**src/rtl/ftq_train_scheduler_if.sv**
```systemverilog
`default_nettype none
// ============================================================================
// Module   : ftq_train_scheduler_if
// Purpose  : Commit, FTQ read-port and BPU training signals of the scheduler.
// Revision : 1.0 - initial release
// ============================================================================
interface ftq_train_scheduler_if #(
  parameter int COMMIT_WIDTH = 2,
  parameter int FTQ_ID_W     = 3,
  parameter int ADDR_WIDTH   = 32,
  parameter int CTR_W        = 2
);
  localparam int c_pkt_w = 3*ADDR_WIDTH + CTR_W + 6;

  logic [COMMIT_WIDTH-1:0]          commit_valid_i;
  logic [COMMIT_WIDTH-1:0]          commit_is_branch_i;
  logic [COMMIT_WIDTH-1:0]          commit_is_cond_i;
  logic [COMMIT_WIDTH-1:0]          commit_taken_i;
  logic [COMMIT_WIDTH-1:0]          commit_pred_taken_i;
  logic [COMMIT_WIDTH*FTQ_ID_W-1:0] commit_ftq_id_i;
  logic [FTQ_ID_W-1:0]              ftq_rd_id_o;
  logic [ADDR_WIDTH-1:0]            ftq_rd_start_pc_i;
  logic                             ftq_rd_cross_i;
  logic [CTR_W-1:0]                 ftq_rd_ctr_i;
  logic [ADDR_WIDTH-1:0]            ftq_rd_target_i;
  logic [ADDR_WIDTH-1:0]            ftq_rd_fall_i;
  logic                             train_valid_o;
  logic                             train_ready_i;
  logic [c_pkt_w-1:0]               train_pkt_o;
  logic [15:0]                      drop_cnt_o;

  modport slave (
    input  commit_valid_i, commit_is_branch_i, commit_is_cond_i, commit_taken_i,
    input  commit_pred_taken_i, commit_ftq_id_i,
    input  ftq_rd_start_pc_i, ftq_rd_cross_i, ftq_rd_ctr_i, ftq_rd_target_i, ftq_rd_fall_i,
    input  train_ready_i,
    output ftq_rd_id_o, train_valid_o, train_pkt_o, drop_cnt_o
  );

  modport master (
    output commit_valid_i, commit_is_branch_i, commit_is_cond_i, commit_taken_i,
    output commit_pred_taken_i, commit_ftq_id_i,
    output ftq_rd_start_pc_i, ftq_rd_cross_i, ftq_rd_ctr_i, ftq_rd_target_i, ftq_rd_fall_i,
    output train_ready_i,
    input  ftq_rd_id_o, train_valid_o, train_pkt_o, drop_cnt_o
  );
endinterface
`default_nettype wire

```
**src/rtl/ftq_train_scheduler.sv**
```systemverilog
`default_nettype none
// ============================================================================
// Module   : ftq_train_scheduler
// Purpose  : Buffers committed branches and feeds them one per cycle to BPU training.
// Revision : 1.0 - initial release
// ============================================================================
module ftq_train_scheduler #(
  parameter int COMMIT_WIDTH = 2,
  parameter int FTQ_ID_W     = 3,
  parameter int DEPTH        = 4,
  parameter int ADDR_WIDTH   = 32,
  parameter int CTR_W        = 2
) (
  input wire                   clk,
  input wire                   rst_n,
  ftq_train_scheduler_if.slave bus
);
  localparam int c_ptr_w = $clog2(DEPTH);
  localparam int c_cnt_w = c_ptr_w + 1;
  localparam int c_ent_w = FTQ_ID_W + 3;
  localparam int c_pkt_w = 3*ADDR_WIDTH + CTR_W + 6;

  typedef enum logic [0:0] {
    IDLE  = 1'b0,
    VALID = 1'b1
  } state_t;

  state_t               r_state;
  state_t               w_state_next;
  logic [c_ent_w-1:0]   r_mem [DEPTH];
  logic [c_ptr_w-1:0]   r_wr_ptr;
  logic [c_ptr_w-1:0]   r_rd_ptr;
  logic [c_cnt_w-1:0]   r_count;
  logic [15:0]          r_drop_cnt;
  logic [c_pkt_w-1:0]   r_pkt;

  logic [COMMIT_WIDTH-1:0] w_elig;
  logic [COMMIT_WIDTH-1:0] w_wr_en;
  logic [c_ptr_w-1:0]      w_wr_addr [COMMIT_WIDTH];
  logic [c_ent_w-1:0]      w_slot_ent [COMMIT_WIDTH];
  logic [c_cnt_w-1:0]      w_free;
  logic [c_cnt_w-1:0]      w_push_cnt;
  logic [c_cnt_w-1:0]      w_drop_n;
  logic [16:0]             w_drop_sum;
  logic [c_ent_w-1:0]      w_head;
  logic                    w_empty;
  logic                    w_pop;

  assign w_elig  = bus.commit_valid_i & bus.commit_is_branch_i;
  assign w_head  = r_mem[r_rd_ptr];
  assign w_empty = (r_count == '0);

  generate
    for (genvar i = 0; i < COMMIT_WIDTH; i++) begin : g_slot
      assign w_slot_ent[i] = {bus.commit_ftq_id_i[i*FTQ_ID_W +: FTQ_ID_W],
                              bus.commit_is_cond_i[i],
                              bus.commit_taken_i[i],
                              bus.commit_pred_taken_i[i]};
    end
  endgenerate

  // Older slots claim free entries first, so overflow always drops the youngest.
  always_comb begin
    w_free     = c_cnt_w'(DEPTH) - r_count;
    w_push_cnt = '0;
    w_drop_n   = '0;
    for (int i = 0; i < COMMIT_WIDTH; i++) begin
      w_wr_en[i]   = 1'b0;
      w_wr_addr[i] = r_wr_ptr + w_push_cnt[c_ptr_w-1:0];
      if (w_elig[i]) begin
        if (w_push_cnt < w_free) begin
          w_wr_en[i] = 1'b1;
          w_push_cnt = w_push_cnt + c_cnt_w'(1);
        end else begin
          w_drop_n = w_drop_n + c_cnt_w'(1);
        end
      end
    end
  end

  assign w_drop_sum = {1'b0, r_drop_cnt} + 17'(w_drop_n);

  always_ff @(posedge clk or negedge rst_n) begin
    if (!rst_n) begin
      for (int j = 0; j < DEPTH; j++) begin
        r_mem[j] <= '0;
      end
    end else begin
      for (int i = 0; i < COMMIT_WIDTH; i++) begin
        if (w_wr_en[i]) begin
          r_mem[w_wr_addr[i]] <= w_slot_ent[i];
        end
      end
    end
  end

  always_ff @(posedge clk or negedge rst_n) begin
    if (!rst_n) begin
      r_wr_ptr   <= '0;
      r_rd_ptr   <= '0;
      r_count    <= '0;
      r_drop_cnt <= '0;
    end else begin
      r_wr_ptr   <= r_wr_ptr + w_push_cnt[c_ptr_w-1:0];
      r_rd_ptr   <= r_rd_ptr + c_ptr_w'(w_pop);
      r_count    <= r_count + w_push_cnt - c_cnt_w'(w_pop);
      r_drop_cnt <= w_drop_sum[16] ? 16'hFFFF : w_drop_sum[15:0];
    end
  end

  // Pops only look at the registered count, so a fresh push is never bypassed.
  always_comb begin
    w_state_next = r_state;
    w_pop        = 1'b0;
    case (r_state)
      IDLE: begin
        if (!w_empty) begin
          w_pop        = 1'b1;
          w_state_next = VALID;
        end
      end
      VALID: begin
        if (bus.train_ready_i) begin
          if (!w_empty) begin
            w_pop = 1'b1;
          end else begin
            w_state_next = IDLE;
          end
        end
      end
      default: w_state_next = IDLE;
    endcase
  end

  always_ff @(posedge clk or negedge rst_n) begin
    if (!rst_n) begin
      r_state <= IDLE;
    end else begin
      r_state <= w_state_next;
    end
  end

  always_ff @(posedge clk or negedge rst_n) begin
    if (!rst_n) begin
      r_pkt <= '0;
    end else if (w_pop) begin
      r_pkt <= {bus.ftq_rd_start_pc_i, bus.ftq_rd_cross_i, bus.ftq_rd_ctr_i,
                bus.ftq_rd_target_i, bus.ftq_rd_fall_i,
                1'b1, w_head[2], w_head[1], w_head[0], w_head[1] ^ w_head[0]};
    end
  end

  assign bus.ftq_rd_id_o   = w_empty ? '0 : w_head[c_ent_w-1 -: FTQ_ID_W];
  assign bus.train_valid_o = (r_state == VALID);
  assign bus.train_pkt_o   = r_pkt;
  assign bus.drop_cnt_o    = r_drop_cnt;

endmodule
`default_nettype wire

```
**src/flat_wrapper.sv**
```systemverilog
// flat-port wrapper written by rule: the top's interface ports become plain ports
module ftq_train_scheduler_flat 
#(
  parameter int COMMIT_WIDTH = 2,
  parameter int FTQ_ID_W     = 3,
  parameter int DEPTH        = 4,
  parameter int ADDR_WIDTH   = 32,
  parameter int CTR_W        = 2
)
  (clk, rst_n, bus_commit_valid_i, bus_commit_is_branch_i, bus_commit_is_cond_i, bus_commit_taken_i, bus_commit_pred_taken_i, bus_commit_ftq_id_i, bus_ftq_rd_start_pc_i, bus_ftq_rd_cross_i, bus_ftq_rd_ctr_i, bus_ftq_rd_target_i, bus_ftq_rd_fall_i, bus_train_ready_i, bus_ftq_rd_id_o, bus_train_valid_o, bus_train_pkt_o, bus_drop_cnt_o);
  ftq_train_scheduler_if #(.COMMIT_WIDTH(COMMIT_WIDTH), .FTQ_ID_W(FTQ_ID_W), .ADDR_WIDTH(ADDR_WIDTH), .CTR_W(CTR_W)) bus_i ();
  input wire clk;
  input wire rst_n;
  input wire logic [$bits(bus_i.commit_valid_i)-1:0] bus_commit_valid_i;
  input wire logic [$bits(bus_i.commit_is_branch_i)-1:0] bus_commit_is_branch_i;
  input wire logic [$bits(bus_i.commit_is_cond_i)-1:0] bus_commit_is_cond_i;
  input wire logic [$bits(bus_i.commit_taken_i)-1:0] bus_commit_taken_i;
  input wire logic [$bits(bus_i.commit_pred_taken_i)-1:0] bus_commit_pred_taken_i;
  input wire logic [$bits(bus_i.commit_ftq_id_i)-1:0] bus_commit_ftq_id_i;
  input wire logic [$bits(bus_i.ftq_rd_start_pc_i)-1:0] bus_ftq_rd_start_pc_i;
  input wire logic [$bits(bus_i.ftq_rd_cross_i)-1:0] bus_ftq_rd_cross_i;
  input wire logic [$bits(bus_i.ftq_rd_ctr_i)-1:0] bus_ftq_rd_ctr_i;
  input wire logic [$bits(bus_i.ftq_rd_target_i)-1:0] bus_ftq_rd_target_i;
  input wire logic [$bits(bus_i.ftq_rd_fall_i)-1:0] bus_ftq_rd_fall_i;
  input wire logic [$bits(bus_i.train_ready_i)-1:0] bus_train_ready_i;
  output wire logic [$bits(bus_i.ftq_rd_id_o)-1:0] bus_ftq_rd_id_o;
  output wire logic [$bits(bus_i.train_valid_o)-1:0] bus_train_valid_o;
  output wire logic [$bits(bus_i.train_pkt_o)-1:0] bus_train_pkt_o;
  output wire logic [$bits(bus_i.drop_cnt_o)-1:0] bus_drop_cnt_o;
  assign bus_i.commit_valid_i = bus_commit_valid_i;
  assign bus_i.commit_is_branch_i = bus_commit_is_branch_i;
  assign bus_i.commit_is_cond_i = bus_commit_is_cond_i;
  assign bus_i.commit_taken_i = bus_commit_taken_i;
  assign bus_i.commit_pred_taken_i = bus_commit_pred_taken_i;
  assign bus_i.commit_ftq_id_i = bus_commit_ftq_id_i;
  assign bus_i.ftq_rd_start_pc_i = bus_ftq_rd_start_pc_i;
  assign bus_i.ftq_rd_cross_i = bus_ftq_rd_cross_i;
  assign bus_i.ftq_rd_ctr_i = bus_ftq_rd_ctr_i;
  assign bus_i.ftq_rd_target_i = bus_ftq_rd_target_i;
  assign bus_i.ftq_rd_fall_i = bus_ftq_rd_fall_i;
  assign bus_i.train_ready_i = bus_train_ready_i;
  assign bus_ftq_rd_id_o = bus_i.ftq_rd_id_o;
  assign bus_train_valid_o = bus_i.train_valid_o;
  assign bus_train_pkt_o = bus_i.train_pkt_o;
  assign bus_drop_cnt_o = bus_i.drop_cnt_o;
  ftq_train_scheduler #(.COMMIT_WIDTH(COMMIT_WIDTH), .FTQ_ID_W(FTQ_ID_W), .DEPTH(DEPTH), .ADDR_WIDTH(ADDR_WIDTH), .CTR_W(CTR_W)) u_core (.clk(clk), .rst_n(rst_n), .bus(bus_i));
endmodule
```
**config.mk**
```make
export PLATFORM = sky130hd
export DESIGN_NAME = ftq_train_scheduler_flat
export DESIGN_NICKNAME = d
export VERILOG_FILES = /design/src/rtl/ftq_train_scheduler_if.sv /design/src/rtl/ftq_train_scheduler.sv /design/src/flat_wrapper.sv
export SDC_FILE = /design/constraint.sdc
export NUM_CORES = 1
export LEC_CHECK = 0
export ABC_AREA = 1
export BUFFER_PORTS_ARGS = -buffer_cell sky130_fd_sc_hd__buf_2
export CAP_MARGIN = 20
export CORE_ASPECT_RATIO = 1.25
export CORE_MARGIN = 2
export CORE_UTILIZATION = 38
export CTS_CLUSTER_DIAMETER = 200
export CTS_CLUSTER_SIZE = 16
export DETAILED_ROUTE_END_ITERATION = 7
export GPL_TIMING_DRIVEN = 0
export HOLD_SLACK_MARGIN = 0.06
export PLACE_DENSITY = 0.66
export SYNTH_ARGS = -nofsm -noshare
export SYNTH_HDL_FRONTEND = slang
export SYNTH_SLANG_ARGS = --single-unit
export TNS_END_PERCENT = 1
```
**constraint.sdc**
```tcl
create_clock -name clk -period 3.59 [get_ports clk]
set_input_delay 0.5385 -clock clk [delete_from_list [all_inputs] [get_ports clk]]
set_output_delay 0.5385 -clock clk [all_outputs]
set_load 0.05 [all_outputs]
```
==> Yosys cells after proc, flatten, opt, wreduce, memory -nomap -nowiden <==
Index checks and enable logic that the tools add are counted.
{ "word_totals": {"inputBits": 118, "elab_cells": 65, "regBits": 152, "output_inout_bits": 124} }
{ "classes": {"bitwise": 6, "n_lt_le_gt_ge": 7, "reduce_logical": 3, "n_addsub": 9, "mux": 30} }
{ "ops": {"columns": ["operator", "count"], "rows": [
  ["$bwmux 24", 2],
  ["$mux 24", 2],
  ["$demux 6 s2", 2],
  ["$mux 6", 4],
  ["$add 16x3->17", 1],
  ["$mux 16", 1],
  ["$mux 3", 5],
  ["$bmux 6 s2", 1],
  ["$mux 1", 11],
  ["$ge 3x3->1 const B", 3],
  ["$not 2->3", 3],
  ["$lt 3x1->1 const B", 2],
  ["$add 1x1->2 const B", 2],
  ["$add 2x1->2", 2],
  ["$pmux 1 s2", 2],
  ["$add 3x3->3", 1],
  ["$logic_not 3->1", 1],
  ["$lt 1x3->1", 1],
  ["$lt 1x3->1 const A", 1],
  ["$sub 3x1->3", 1],
  ["$sub 3x3->3 const A", 1],
  ["$add 2x2->2", 1],
  ["$and 2x2->2", 1],
  ["$logic_and 1x1->1", 2],
  ["2 further kinds", 2]
]} }

==> Logic depth before layout (Yosys ltp) <==
{ "logic_depth": {"ltp_word": 12, "depth_mapped": 20, "mapped_depth_nobuf": 20} }

==> Worst setup path before layout <==
Ideal clock, no wire load.
{ "synth_path": {"path_kind": "register to register", "startpoint": "register u_core.r_count[0]", "endpoint": "register u_core.r_drop_cnt[15], in the netlist u_core.bus.drop_cnt_o[15]", "t_required_ns": 3.518, "setup_time_ns": 0.072, "arrival_ns": 2.787, "slack_ns": 0.732, "n_path_buf": 0, "path_stages_with_launch": 21, "synth_period_minus_slack_ns": 2.858, "path_cell_list": "dfrtp_1 -> inv_2 -> ha_1 -> ha_1 -> inv_1 -> nor2_1 -> nand2_1 -> inv_1 -> ha_1 -> nand2_1 -> nand2_1 -> ha_1 -> inv_1 -> fa_1 -> inv_1 -> nand3_1 -> inv_2 -> nand2_1 -> inv_2 -> nand3_2 -> nand3_1"} }
{ "synth_via": {"elab_chain_cells": 9, "elab_cells_between_ends": 12, "classes_between": "add/sub: 3; order compare: 2; mux: 7"} }
{ "synth_rtl": {"columns": ["item", "line_no", "text"], "rows": [
  ["from (decl)", "ftq_train_scheduler.sv:33", "logic [c_cnt_w-1:0] r_count;"],
  ["from (signal assigned)", "ftq_train_scheduler.sv:106", "r_count <= r_count + w_push_cnt - c_cnt_w'(w_pop);"],
  ["$sub 3x3->3 *", "ftq_train_scheduler.sv:64", "w_free = c_cnt_w'(DEPTH) - r_count;"],
  ["$lt 1x3->1", "ftq_train_scheduler.sv:71", "if (w_push_cnt < w_free) begin"],
  ["$mux 1", "ftq_train_scheduler.sv:71", null],
  ["$mux 1", "ftq_train_scheduler.sv:70", "if (w_elig[i]) begin"],
  ["$lt 1x3->1 or $add 1x1->2 (tied branches)", "ftq_train_scheduler.sv:71, ftq_train_scheduler.sv:75", null],
  ["$mux 3", "ftq_train_scheduler.sv:71", null],
  ["$mux 3 *", "ftq_train_scheduler.sv:70", null],
  ["$add 16x3->17 *", "ftq_train_scheduler.sv:81", "assign w_drop_sum = {1'b0, r_drop_cnt} + 17'(w_drop_n);"],
  ["$mux 16 *", "ftq_train_scheduler.sv:107", "r_drop_cnt <= w_drop_sum[16] ? 16'hFFFF : w_drop_sum[15:0];"],
  ["to (signal assigned)", "ftq_train_scheduler.sv:107", null],
  ["to (decl)", "ftq_train_scheduler.sv:34", "logic [15:0] r_drop_cnt;"]
]} }
Every way passes the cells marked *; elsewhere a longest branch is shown, timed or not.
A chain may end at the register's enable or synchronous reset.

==> Worst setup path in the final report <==
Same ends and word-level chain as after synthesis.

==> results.cfg <==
[finish]
fin_nets = 1304
antenna_cells = 0
drive_gt1_share_pct = 27.5
fin_area_um2 = 9200
finalNonFillerCells = 1413
syn_to_final_growth_pct = 30.2

[clocking]
cts_made_buffers = 17
clock_path_buffers = 2
cts_sinks = 152
clk_transition_reported_paths_ns = 0.07
cts_hold_buf = 0
cts_tree = done
post_cts_resized = 0
postCtsSetupBuffers = 0
cts-root-buf = clkbuf_16
clock_latency_ns = 0.42
htreeDepth = 4

[logic_synthesis]
synth_cells = 912
yosysUniqueCellTypes = 27
syn_avg_cell_area_um2 = 7.74
yosysSeqAreaShare_pct = 53.9
synth_area_um2 = 7060
ys_ff_latch = 152
synth_nets = 1043
ys_warn_count = 0

[placed_design]
port_buffers = 241
place_worst_setup_slack_ns = 0.395
gp_congestion = 0.842
dp.cells = 1382
hpwlAfterDp_um = 14500
place_area_um2 = 8590

[global_route]
grt_usage_pct = 20.1
grt_max_degree = 80
grt_pass1_wl_um = 31500
grt_pass1_vias = 6290
antenna_found_initial = 0
grt-ovfl-total = 0

[sta]
rsz0062_at_grt = no
timing.final.ws_setup_ns = 0.429
timing_hold_violations_final = 0
setup_violations = 0
fin_crit_ns = 3.16
finalClockSkew_ns = 0.0139
max_freq_ghz = 0.316
timing.final.max_slew_violations = 0
tightest_slew_ns = 0.662
holdWs_ns = 0.0799
relSlewSlack_pct = 55.9
finalCritPeriodShare_pct = 88.1

[floorplan]
die_y_um = 156
ios = 242
dieArea_um2 = 19700
start_util_pct = 38.9
die_x_um = 126
rows = 55
core_area_um2 = 18200

[routing]
drtPass1Iterations = 6
wl_um = 19600
wl_per_cell_um = 13.9
drcViolationCount = 0
first_iter_violations = 376
post_drt_via_cell_ratio = 4.69
routed-via-count = 6629
final_antenna_net_count = 0

[power_and_ir_drop]
power_density_nw_per_um2 = 1040
p_leak_uw = 0.00536
p_total_uw = 9530
max-vdd-ir-drop_mv = 0.338

[critical_path]
cp_max_fo = 10
crit_type = reg -> reg
cp_data_arrival_time_ns = 3.51
cp.required_ns = 3.94
setup.worst_path.end_class = flop
start_kind = flop

[status]
status = completed

[run]
max-cap-violations = 0

[worst_hold_path]
hp-class = in -> async
## kinds of logic (layout without fill, tap and decap cells)
logic type                 after synthesis  count (layout)  synth area share (%)
buffers and inverters                   86             359                  5.16
AOI/OAI and AO/OA                       47              47                  3.58
xor gates and xnor gates                10              10                  1.24
and+or+nand+nor                        604             604                  33.7
adders and majority gates               13              13                  2.52
DFF                                    152             152                  53.9
## registers in the layout (all words and copies together), names as in the netlist
name                      flops
u_core.bus.drop_cnt_o        16
u_core.bus.train_pkt_o      104
u_core.bus.train_valid_o      1
u_core.r_count                3
u_core.r_mem                 24
u_core.r_rd_ptr               2
u_core.r_wr_ptr               2
## final timing paths
check	startpoint	to	slack, ns	cells past startpoint
min	rst_n	u_core.bus.drop_cnt_o[7]	0.08	1
max in group asynchronous	rst_n	u_core.bus.train_pkt_o[49]	2.71	2
min reg2reg	u_core.bus.train_pkt_o[46]	u_core.bus.train_pkt_o[46]	0.46	2
min in group clk	bus_ftq_rd_start_pc_i[17]	u_core.bus.train_pkt_o[89]	0.31	3
max reg2reg	u_core.r_count[0]	u_core.bus.drop_cnt_o[15]	0.43	20
max	u_core.r_count[0]	u_core.bus.drop_cnt_o[15]	0.43	20
## synthesized netlist by cell type (all sizes together)
cell type  count  share of area [%]
a21oi          8               0.73
xnor2          3               0.37
buf           25                1.9
ha            11                1.9
nand4         10                1.2
xor2           7               0.87
o22ai          1              0.089
dfrtp        152                 54
clkbuf         8               0.43
fa             2               0.57
inv           53                2.8
o21a           2               0.21
o21ai         36                2.6
nand2        545                 29
nand3         22                1.7
or2            2               0.18
nor2          25                1.5
## layer usage
metal | share of wire, % | global-route usage, %
met5 | 0 | 0
met4 | 2.3 | 7.33
met1 | 42 | 24.6
met2 | 51 | 34.7
met3 | 5.1 | 4.48
## stage by stage
stage / util [%] / TNS (ns)
detailed placement: 47.3 / 0
global placement: 47.1 / -59.60
floorplan: - / 0
finish: 50.6 / 0
global route: 50.6 / 0
CTS: 50.6 / 0
## where the power goes
part	switching [µW]	total, µW	internal [µW]
Combinational	3690	4850	1170
Sequential	411	2810	2400
Clock	748	1870	1120
## cell usage in the layout, fill, tap and decap left out, types with 4 or more instances in the layout
master     netlist  final
inv_2           15     15
ha_1            11     11
nand4_1          6      6
dfrtp_1        152    152
a21oi_1          7      7
buf_4            4      4
o21ai_0         16     16
nor2_1          23     23
nand4_2          4      4
o21ai_1         20     20
inv_6            0      5
nand2_1        542    542
inv_1           38     38
buf_2           21    261
clkbuf_1         8      8
xor2_1           7      7
clkbuf_16        0     17
nand3_1         20     20
## worst max-delay path, cell delays in order, from the launching register on
cell and delay, ns:
dfrtp_1 0.36, inv_2 0.06, ha_1 0.19, ha_1 0.32, inv_1 0.06, nor2_1 0.04, nand2_1 0.19, inv_1 0.07
ha_1 0.28, nand2_1 0.05, nand2_1 0.07, ha_1 0.16, inv_1 0.05, fa_1 0.40, inv_1 0.09, nand3_1 0.12
inv_2 0.08, nand2_1 0.07, inv_2 0.07, nand3_2 0.20, nand3_1 0.16
## layout make-up
type / count / area [µm²]
fillers: 1827 / 8970
flip-flops and latches: 152 / 3800
multi-input cells: 674 / 2900
repair buffers: 242 / 1240
clock buffers: 18 / 439
well taps: 228 / 285
inverters: 53 / 199
clock inverters: 13 / 168
plain buffers: 33 / 165
(Power assumes the default switching activity.)
